==> config.mk <==
export PLATFORM = sky130hd
export DESIGN_NAME = result_sram_reader_flat
export DESIGN_NICKNAME = d
export VERILOG_FILES = /design/src/rtl/result_sram_reader_if.sv /design/src/rtl/result_sram_reader.sv /design/src/flat_wrapper.sv
export SDC_FILE = /design/constraint.sdc
export NUM_CORES = 2
export LEC_CHECK = 0
export CORE_AREA = 2 2 327 329
export CTS_CLUSTER_SIZE = 20
export DETAILED_ROUTE_END_ITERATION = 10
export DIE_AREA = 0 0 329 331
export MAX_ROUTING_LAYER = met4
export PLACE_DENSITY_LB_ADDON = 0.25
export RECOVER_POWER = 100
export SYNTH_ARGS = -nofsm -noshare
export SYNTH_HDL_FRONTEND = slang
export SYNTH_SLANG_ARGS = --single-unit
==> constraint.sdc <==
create_clock -name clk -period 27.4 [get_ports clk]
set_input_delay 5.48 -clock clk [delete_from_list [all_inputs] [get_ports clk]]
set_output_delay 5.48 -clock clk [all_outputs]
set_load 0.05 [all_outputs]
==> src/rtl/result_sram_reader_if.sv <==
// Bundle of the drain engine's control, SRAM read port and output stream.
// The reader uses the master side; the SRAM/host environment uses the slave side.
interface result_sram_reader_if #(
  parameter int ADDRESSSIZE    = 10,
  parameter int PARTIAL_SUM_BW = 24,
  parameter int MATRIX_SIZE    = 32
);
  localparam int LANE_W = (MATRIX_SIZE > 1) ? $clog2(MATRIX_SIZE) : 1;

  // drain request
  logic                                   start;
  logic [ADDRESSSIZE-1:0]                 base_addr;
  logic [ADDRESSSIZE:0]                   num_rows;
  // results SRAM read port
  logic                                   sram_read_en;
  logic [ADDRESSSIZE-1:0]                 sram_read_address;
  logic [PARTIAL_SUM_BW*MATRIX_SIZE-1:0]  sram_read_data;
  // lane stream
  logic                                   m_valid;
  logic                                   m_ready;
  logic [PARTIAL_SUM_BW-1:0]              m_data;
  logic [LANE_W-1:0]                      m_lane;
  logic                                   m_last;
  // status
  logic                                   busy;
  logic                                   done;

  modport master (
    input  start, base_addr, num_rows, sram_read_data, m_ready,
    output sram_read_en, sram_read_address, m_valid, m_data, m_lane, m_last, busy, done
  );

  modport slave (
    output start, base_addr, num_rows, sram_read_data, m_ready,
    input  sram_read_en, sram_read_address, m_valid, m_data, m_lane, m_last, busy, done
  );
endinterface

==> src/rtl/result_sram_reader.sv <==
// Results SRAM drain engine: reads a range of 32-lane partial-sum rows and
// serializes each row, lane 0 first, onto a valid/ready stream.
module result_sram_reader #(
  parameter int ADDRESSSIZE    = 10,
  parameter int PARTIAL_SUM_BW = 24,
  parameter int MATRIX_SIZE    = 32
) (
  input  logic                   clk,
  input  logic                   rst,
  result_sram_reader_if.master   bus
);
  localparam int LANE_W = (MATRIX_SIZE > 1) ? $clog2(MATRIX_SIZE) : 1;
  localparam int ROW_W  = PARTIAL_SUM_BW * MATRIX_SIZE;
  localparam logic [LANE_W-1:0] LAST_LANE = LANE_W'(MATRIX_SIZE - 1);

  typedef enum logic [2:0] {
    S_IDLE,
    S_FETCH,
    S_WAIT,
    S_STREAM,
    S_DONE
  } state_t;

  state_t                    state_reg;
  logic [ADDRESSSIZE-1:0]    addr_reg;
  logic [ADDRESSSIZE:0]      rows_left_reg;
  logic [ROW_W-1:0]          row_reg;
  logic [LANE_W-1:0]         lane_reg;
  logic                      read_en_reg;
  logic                      m_valid_reg;
  logic [PARTIAL_SUM_BW-1:0] m_data_reg;
  logic                      m_last_reg;
  logic                      busy_reg;
  logic                      done_reg;

  // Row register viewed as an array of lanes so the next beat is a plain index.
  logic [PARTIAL_SUM_BW-1:0] row_lanes [MATRIX_SIZE];
  genvar gi;
  generate
    for (gi = 0; gi < MATRIX_SIZE; gi++) begin : g_lane
      assign row_lanes[gi] = row_reg[gi*PARTIAL_SUM_BW +: PARTIAL_SUM_BW];
    end
  endgenerate

  logic              handshake;
  logic              final_row;
  logic [LANE_W-1:0] next_lane;

  assign handshake = m_valid_reg && bus.m_ready;
  assign final_row = (rows_left_reg == (ADDRESSSIZE+1)'(1));
  assign next_lane = lane_reg + 1'b1;

  // Drain sequencer; every output is a register updated with the state.
  always_ff @(posedge clk or posedge rst) begin
    if (rst) begin
      state_reg     <= S_IDLE;
      addr_reg      <= '0;
      rows_left_reg <= '0;
      row_reg       <= '0;
      lane_reg      <= '0;
      read_en_reg   <= 1'b0;
      m_valid_reg   <= 1'b0;
      m_data_reg    <= '0;
      m_last_reg    <= 1'b0;
      busy_reg      <= 1'b0;
      done_reg      <= 1'b0;
    end else begin
      done_reg    <= 1'b0;
      read_en_reg <= 1'b0;
      case (state_reg)
        S_IDLE: begin
          if (bus.start) begin
            addr_reg      <= bus.base_addr;
            rows_left_reg <= bus.num_rows;
            busy_reg      <= 1'b1;
            if (bus.num_rows == '0) begin
              state_reg <= S_DONE;
              done_reg  <= 1'b1;
            end else begin
              state_reg   <= S_FETCH;
              read_en_reg <= 1'b1;
            end
          end
        end
        S_FETCH: begin
          // read strobe is up this cycle; data arrives during WAIT
          state_reg <= S_WAIT;
        end
        S_WAIT: begin
          row_reg     <= bus.sram_read_data;
          lane_reg    <= '0;
          m_valid_reg <= 1'b1;
          m_data_reg  <= bus.sram_read_data[PARTIAL_SUM_BW-1:0];
          m_last_reg  <= final_row && (LAST_LANE == '0);
          state_reg   <= S_STREAM;
        end
        S_STREAM: begin
          if (handshake) begin
            if (lane_reg == LAST_LANE) begin
              m_valid_reg <= 1'b0;
              m_last_reg  <= 1'b0;
              if (final_row) begin
                state_reg <= S_DONE;
                done_reg  <= 1'b1;
              end else begin
                addr_reg      <= addr_reg + 1'b1;
                rows_left_reg <= rows_left_reg - 1'b1;
                read_en_reg   <= 1'b1;
                state_reg     <= S_FETCH;
              end
            end else begin
              lane_reg   <= next_lane;
              m_data_reg <= row_lanes[next_lane];
              m_last_reg <= final_row && (next_lane == LAST_LANE);
            end
          end
        end
        S_DONE: begin
          busy_reg  <= 1'b0;
          state_reg <= S_IDLE;
        end
        default: begin
          state_reg <= S_IDLE;
        end
      endcase
    end
  end

  assign bus.sram_read_en      = read_en_reg;
  assign bus.sram_read_address = addr_reg;
  assign bus.m_valid           = m_valid_reg;
  assign bus.m_data            = m_data_reg;
  assign bus.m_lane            = lane_reg;
  assign bus.m_last            = m_last_reg;
  assign bus.busy              = busy_reg;
  assign bus.done              = done_reg;
endmodule

==> src/flat_wrapper.sv <==
// flat-port wrapper written by rule: the top's interface ports become plain ports
module result_sram_reader_flat 
#(
  parameter int ADDRESSSIZE    = 10,
  parameter int PARTIAL_SUM_BW = 24,
  parameter int MATRIX_SIZE    = 32
)
  (clk, rst, bus_start, bus_base_addr, bus_num_rows, bus_sram_read_data, bus_m_ready, bus_sram_read_en, bus_sram_read_address, bus_m_valid, bus_m_data, bus_m_lane, bus_m_last, bus_busy, bus_done);
  result_sram_reader_if #(.ADDRESSSIZE(ADDRESSSIZE), .PARTIAL_SUM_BW(PARTIAL_SUM_BW), .MATRIX_SIZE(MATRIX_SIZE)) bus_i ();
  input  logic clk;
  input  logic rst;
  input wire logic [$bits(bus_i.start)-1:0] bus_start;
  input wire logic [$bits(bus_i.base_addr)-1:0] bus_base_addr;
  input wire logic [$bits(bus_i.num_rows)-1:0] bus_num_rows;
  input wire logic [$bits(bus_i.sram_read_data)-1:0] bus_sram_read_data;
  input wire logic [$bits(bus_i.m_ready)-1:0] bus_m_ready;
  output wire logic [$bits(bus_i.sram_read_en)-1:0] bus_sram_read_en;
  output wire logic [$bits(bus_i.sram_read_address)-1:0] bus_sram_read_address;
  output wire logic [$bits(bus_i.m_valid)-1:0] bus_m_valid;
  output wire logic [$bits(bus_i.m_data)-1:0] bus_m_data;
  output wire logic [$bits(bus_i.m_lane)-1:0] bus_m_lane;
  output wire logic [$bits(bus_i.m_last)-1:0] bus_m_last;
  output wire logic [$bits(bus_i.busy)-1:0] bus_busy;
  output wire logic [$bits(bus_i.done)-1:0] bus_done;
  assign bus_i.start = bus_start;
  assign bus_i.base_addr = bus_base_addr;
  assign bus_i.num_rows = bus_num_rows;
  assign bus_i.sram_read_data = bus_sram_read_data;
  assign bus_i.m_ready = bus_m_ready;
  assign bus_sram_read_en = bus_i.sram_read_en;
  assign bus_sram_read_address = bus_i.sram_read_address;
  assign bus_m_valid = bus_i.m_valid;
  assign bus_m_data = bus_i.m_data;
  assign bus_m_lane = bus_i.m_lane;
  assign bus_m_last = bus_i.m_last;
  assign bus_busy = bus_i.busy;
  assign bus_done = bus_i.done;
  result_sram_reader #(.ADDRESSSIZE(ADDRESSSIZE), .PARTIAL_SUM_BW(PARTIAL_SUM_BW), .MATRIX_SIZE(MATRIX_SIZE)) u_core (.clk(clk), .rst(rst), .bus(bus_i));
endmodule
Word-level counts from Yosys, hierarchy flattened
Index checks and enable logic that the tools add are counted.
- register bits after elaboration: 826
- word-level logic and storage cells: 86
- order comparisons: 1
- mux-type cells: 45
- bitwise gates (word level): 1
- reductions and logical operators: 13
- $add $sub $neg: 3
- eq/ne operators: 12
- operators with widths (kind ; count):
    $bmux 24 s5 ; 1
    $mux 24 ; 4
    $pmux 24 s2 ; 1
    $mux 11 ; 4
    $mux 10 ; 4
    $pmux 11 s2 ; 1
    $pmux 10 s2 ; 1
    $mux 1 ; 15
    $mux 3 ; 5
    $pmux 3 s4 ; 1
    $eq 11x1->1 const B ; 1
    $logic_not 11->1 ; 1
    $sub 11x1->11 const B ; 1
    $add 10x1->10 const B ; 1
    $eq 5x5->1 const B ; 2
    $mux 5 ; 2
    $pmux 1 s2 ; 5
    $pmux 5 s2 ; 1
    $reduce_and 3->1 ; 3
    $eq 3x2->1 const B ; 2
    $ge 6x6->1 const B ; 1
    $ne 2x2->1 const B ; 3
    $not 5->6 ; 1
    $reduce_bool 2->1 ; 3
    8 further kinds ; 11

Longest topological paths before layout
- depth after elaboration: 8
- gate-level depth with buffers: 14

Worst setup path after synthesis
Ideal clock, no wire load.
- path kind: input port to flip-flop
- start point: input port bus_m_ready
- end point: register u_core.rows_left_reg[0]
- arrival: 6.567 ns
- required time: 27.276 ns
- setup slack: 20.709 ns
- library setup time: 0.124 ns
- stages: 5
- cell sequence: and3_1 -> a41oi_1 -> clkbuf_1 -> nor3_1 -> a211o_1
- longest elaborated chain between the ends: 3
- RTL lines (item ; line ; source):
    start: declaration ; flat_wrapper.sv:16 ; input wire logic [$bits(bus_i.m_ready)-1:0] bus_m_ready;
    $logic_and 1x1->1 ; result_sram_reader.sv:49 ; assign handshake = m_valid_reg && bus.m_ready;
    $ne 2x1->1 (no line) ; n/a ;
    $reduce_and 5->1 (no line) ; n/a ;
    end signal: assignment ; result_sram_reader.sv:74 ; rows_left_reg <= bus.num_rows;
    end signal: assignment ; result_sram_reader.sv:107 ; rows_left_reg <= rows_left_reg - 1'b1;
    end: declaration ; result_sram_reader.sv:26 ; logic [ADDRESSSIZE:0] rows_left_reg;
No other way between the ends.
A chain may end at the register's enable or synchronous reset.

==> qor.yml <==
yosys:
  synthDistinctLibCells: 49
  synthArstFlopShare: 1.000
  synth_flop_cell: "dfrtp_1"
  syn_area_per_cell_um2: 14.71
  syn_area_mm2: 0.03808
  ys_seq_area_frac: 0.5429
  synth-warning-count: 0
  ys_seq_elements: 826
  synthCells: 2588
  synth_edf_count: 0
  synth_fp_nets: 3387
placed_design:
  place_area_mm2: 0.04795
  dp.final_hpwl_um: 94210
  placed_cells: 4675
  gp_congestion: 0.8558
  io_buffers: 836
power:
  power.internal_mw: 3.343
  seqPwrFrac: 0.353
  switchingPower_mw: 1.734
  power.density_mw_per_mm2: 98.85
  worst_ir_drop_vdd_mv: 0.08892
  p_leak_nw: 23.08
  combPwrFrac: 0.391
  p_sw_frac: 0.3415
  power.share.clock: 0.255
worst_setup_path:
  start_kind: "input port"
  critical_path_class: "input port to asynchronous set/reset pin"
  end_kind: "asynchronous set/reset pin"
  crit_arrival_ps: 15980
  cp.required_ps: 27360
  cp_max_fo: 157
clock_network:
  htree_levels: 3
  clkSinkCount: 826
  cts_buffers: 94
  postCtsSetupBuffers: 0
  ctsResizeCount: 0
  ctsHoldBuffers: 0
  clock_latency_ps: 660
  cts_root_buf: "clkbuf_16"
  clock_path_buffers: 3
  tritoncts: "built"
  path_clk_slew_ps: 60
grt:
  groute.usage.overall: 0.2399
  grt_pass1_wl_um: 184300
  grt_start_max_net_pins: 173
  overflow: 0
  grt_pass1_vias: 26900
  antenna_found_initial: 177
drt:
  vias: 25870
  drt-pass1-iter-count: 5
  antenna_left: 0
  routed_via_density: 5.207
  wl_per_cell_um: 25.96
  drtIter0Drc: 1702
  wl_um: 129000
  drc: 0
sta:
  slew-limit-headroom: -4.767
  hold_viol: 0
  final.min_clock_period_ps: 16020
  clock_skew_ps: 17.12
  period_share: 0.5846
  tightestPinTransition_ps: 8650
  rsz0062_at_grt: "false"
  fin_tns_setup_ps: 0
  drv_slew: 1069
  max_freq_mhz: 62.43
  setup_viol: 0
status:
  status: "complete, but fails checks"
  violations: "capacitance limit, slew limit"
finish:
  fin_nets: 4179
  stdcell_count: 4968
  final_cell_area_mm2: 0.05135
  multiInputGateArea_mm2: 0.01664
  area_delta_synth_final_pct: 34.87
  drive_above_1_share: 0.3414
  largest_reg_flops: 768
  seqCellArea_mm2: 0.02067
  n_fill_cell: 9282
floorplanning:
  die_x_um: 329
  ios: 837
  rows: 119
  dieArea_mm2: 0.1089
  start_util: 0.3627
  die_y_um: 331
  coreArea_mm2: 0.1050
job:
  cap_violations: 16
min_path:
  min_path_type: "flop to flop"
[cells in the final DEF, fill, tap and decap left out, drive strengths merged, types with 7 or more instances in the layout]
cell           synthesis  routed
a2111oi               23      23
a211oi                25      25
a21oi                  7       7
a22oi                 29      29
a2bb2oi                8       8
a31oi                 27      27
and3                   7       7
buf                  114      41
clkbuf                82     161
clkdlybuf4s50          0      92
clkinv                 0      16
dfrtp                826     826
diode                  0     121
dlygate4sd3            0     744
inv                    9      11
mux2                 815     815
mux2i                 70      70
mux4                 146     146
nand2                 70      70
nand3                 13      13
nand4                  7       7
nor2                  55      55
nor2b                 24      24
nor3                  17      17
nor3b                 92      92
o21ai                 25      25
o22ai                 27      27
o31ai                 34      34
[stage by stage]
stage	hold slack, ps	total power, mW	utilization	setup WS, ps
2_1_floorplan	467.9	3.080	-	10580
3_3_place_gp	483.7	3.817	0.4568	17390
3_5_place_dp	488.6	3.848	0.4568	17400
4_1_cts	503.6	5.158	0.4871	18130
5_1_grt	514.2	5.352	0.4889	9149
6_report	496.3	5.076	0.4892	11380
[routing by layer]
layer / routed length (um) / part of all wire / track usage
met1: 52520 / 0.41 / 0.2927
met2: 62730 / 0.49 / 0.3775
met3: 8869 / 0.069 / 0.06169
met4: 4850 / 0.038 / 0.1028
met5: 0 / 0 / -
[worst max-delay path, cell delays in order]
cell and delay [ps]:
dlygate4sd3_1 580, clkinvlp_2 980, clkbuf_1 5990, clkbuf_1 2790
[area by class of cell]
| class | instances | area share |
|---|---|---|
| well taps | 1391 | 0.03389 |
| clock buffers | 146 | 0.05592 |
| multi-input cells | 1557 | 0.3241 |
| inverters | 9 | 0.0006822 |
| diodes | 121 | 0.005896 |
| repair buffers | 892 | 0.1710 |
| flip-flops and latches | 826 | 0.4026 |
| clock inverters | 26 | 0.005945 |
[worst paths after layout]
kind / start / endpoint / depth (start not counted) / slack [ps]
worst max-delay path: rst / u_core.row_reg[701] / 4 / 11380
worst min-delay path: u_core.bus.m_data[9] / u_core.bus.m_data[9] / 2 / 500
worst max register to register: u_core.state_reg[1] / u_core.row_reg[545] / 8 / 12060
worst min register to register: u_core.bus.m_data[9] / u_core.bus.m_data[9] / 2 / 500
max in group clk: u_core.state_reg[1] / u_core.row_reg[545] / 8 / 12060
min in group asynchronous: rst / u_core.row_reg[557] / 2 / 5730
[power groups by stage]
stage	clock network, mW	registers, mW	logic, mW
after detailed placement	0	1.81	2.04
after global placement	0	1.80	2.02
after floorplan	0	1.79	1.29
after CTS	1.32	1.79	2.04
final	1.30	1.79	1.99
after global routing	1.38	1.84	2.13
[cell usage after synthesis, drive strengths merged (2+ instances only)]
cell,count,share of area
nor3b,92,0.018
o21ai,25,0.0033
a21oi,7,0.00092
mux2,815,0.24
buf,114,0.016
a22oi,29,0.0057
mux2i,70,0.018
clkbuf,82,0.0081
a2bb2oi,8,0.0018
o22a,2,0.00046
nand4,7,0.0012
nand3b,2,0.00039
ha,6,0.0020
nand3,13,0.0017
nand2,70,0.0069
nor2b,24,0.0039
a31oi,27,0.0044
mux4,146,0.086
nor2,55,0.0054
nor4,4,0.00066
a211oi,25,0.0049
o31ai,34,0.0067
and3,7,0.0012
and2,3,0.00049
a2111oi,23,0.0056
xor2,2,0.00046
dfrtp,826,0.54
nor3,17,0.0022
or2,2,0.00033
nand2b,3,0.00049
inv,9,0.00089
xnor2,2,0.00066
o22ai,27,0.0044
[cells by family after synthesis]
family          share of synthesized area
flops                              0.5429
fa+ha+maj                        0.001972
compound gates                    0.04009
mux                                0.3458
simple gates                      0.04341
buf+inv                           0.02474
xor+xnor                         0.001118
No activity file was read; power rests on OpenSTA's default activity.
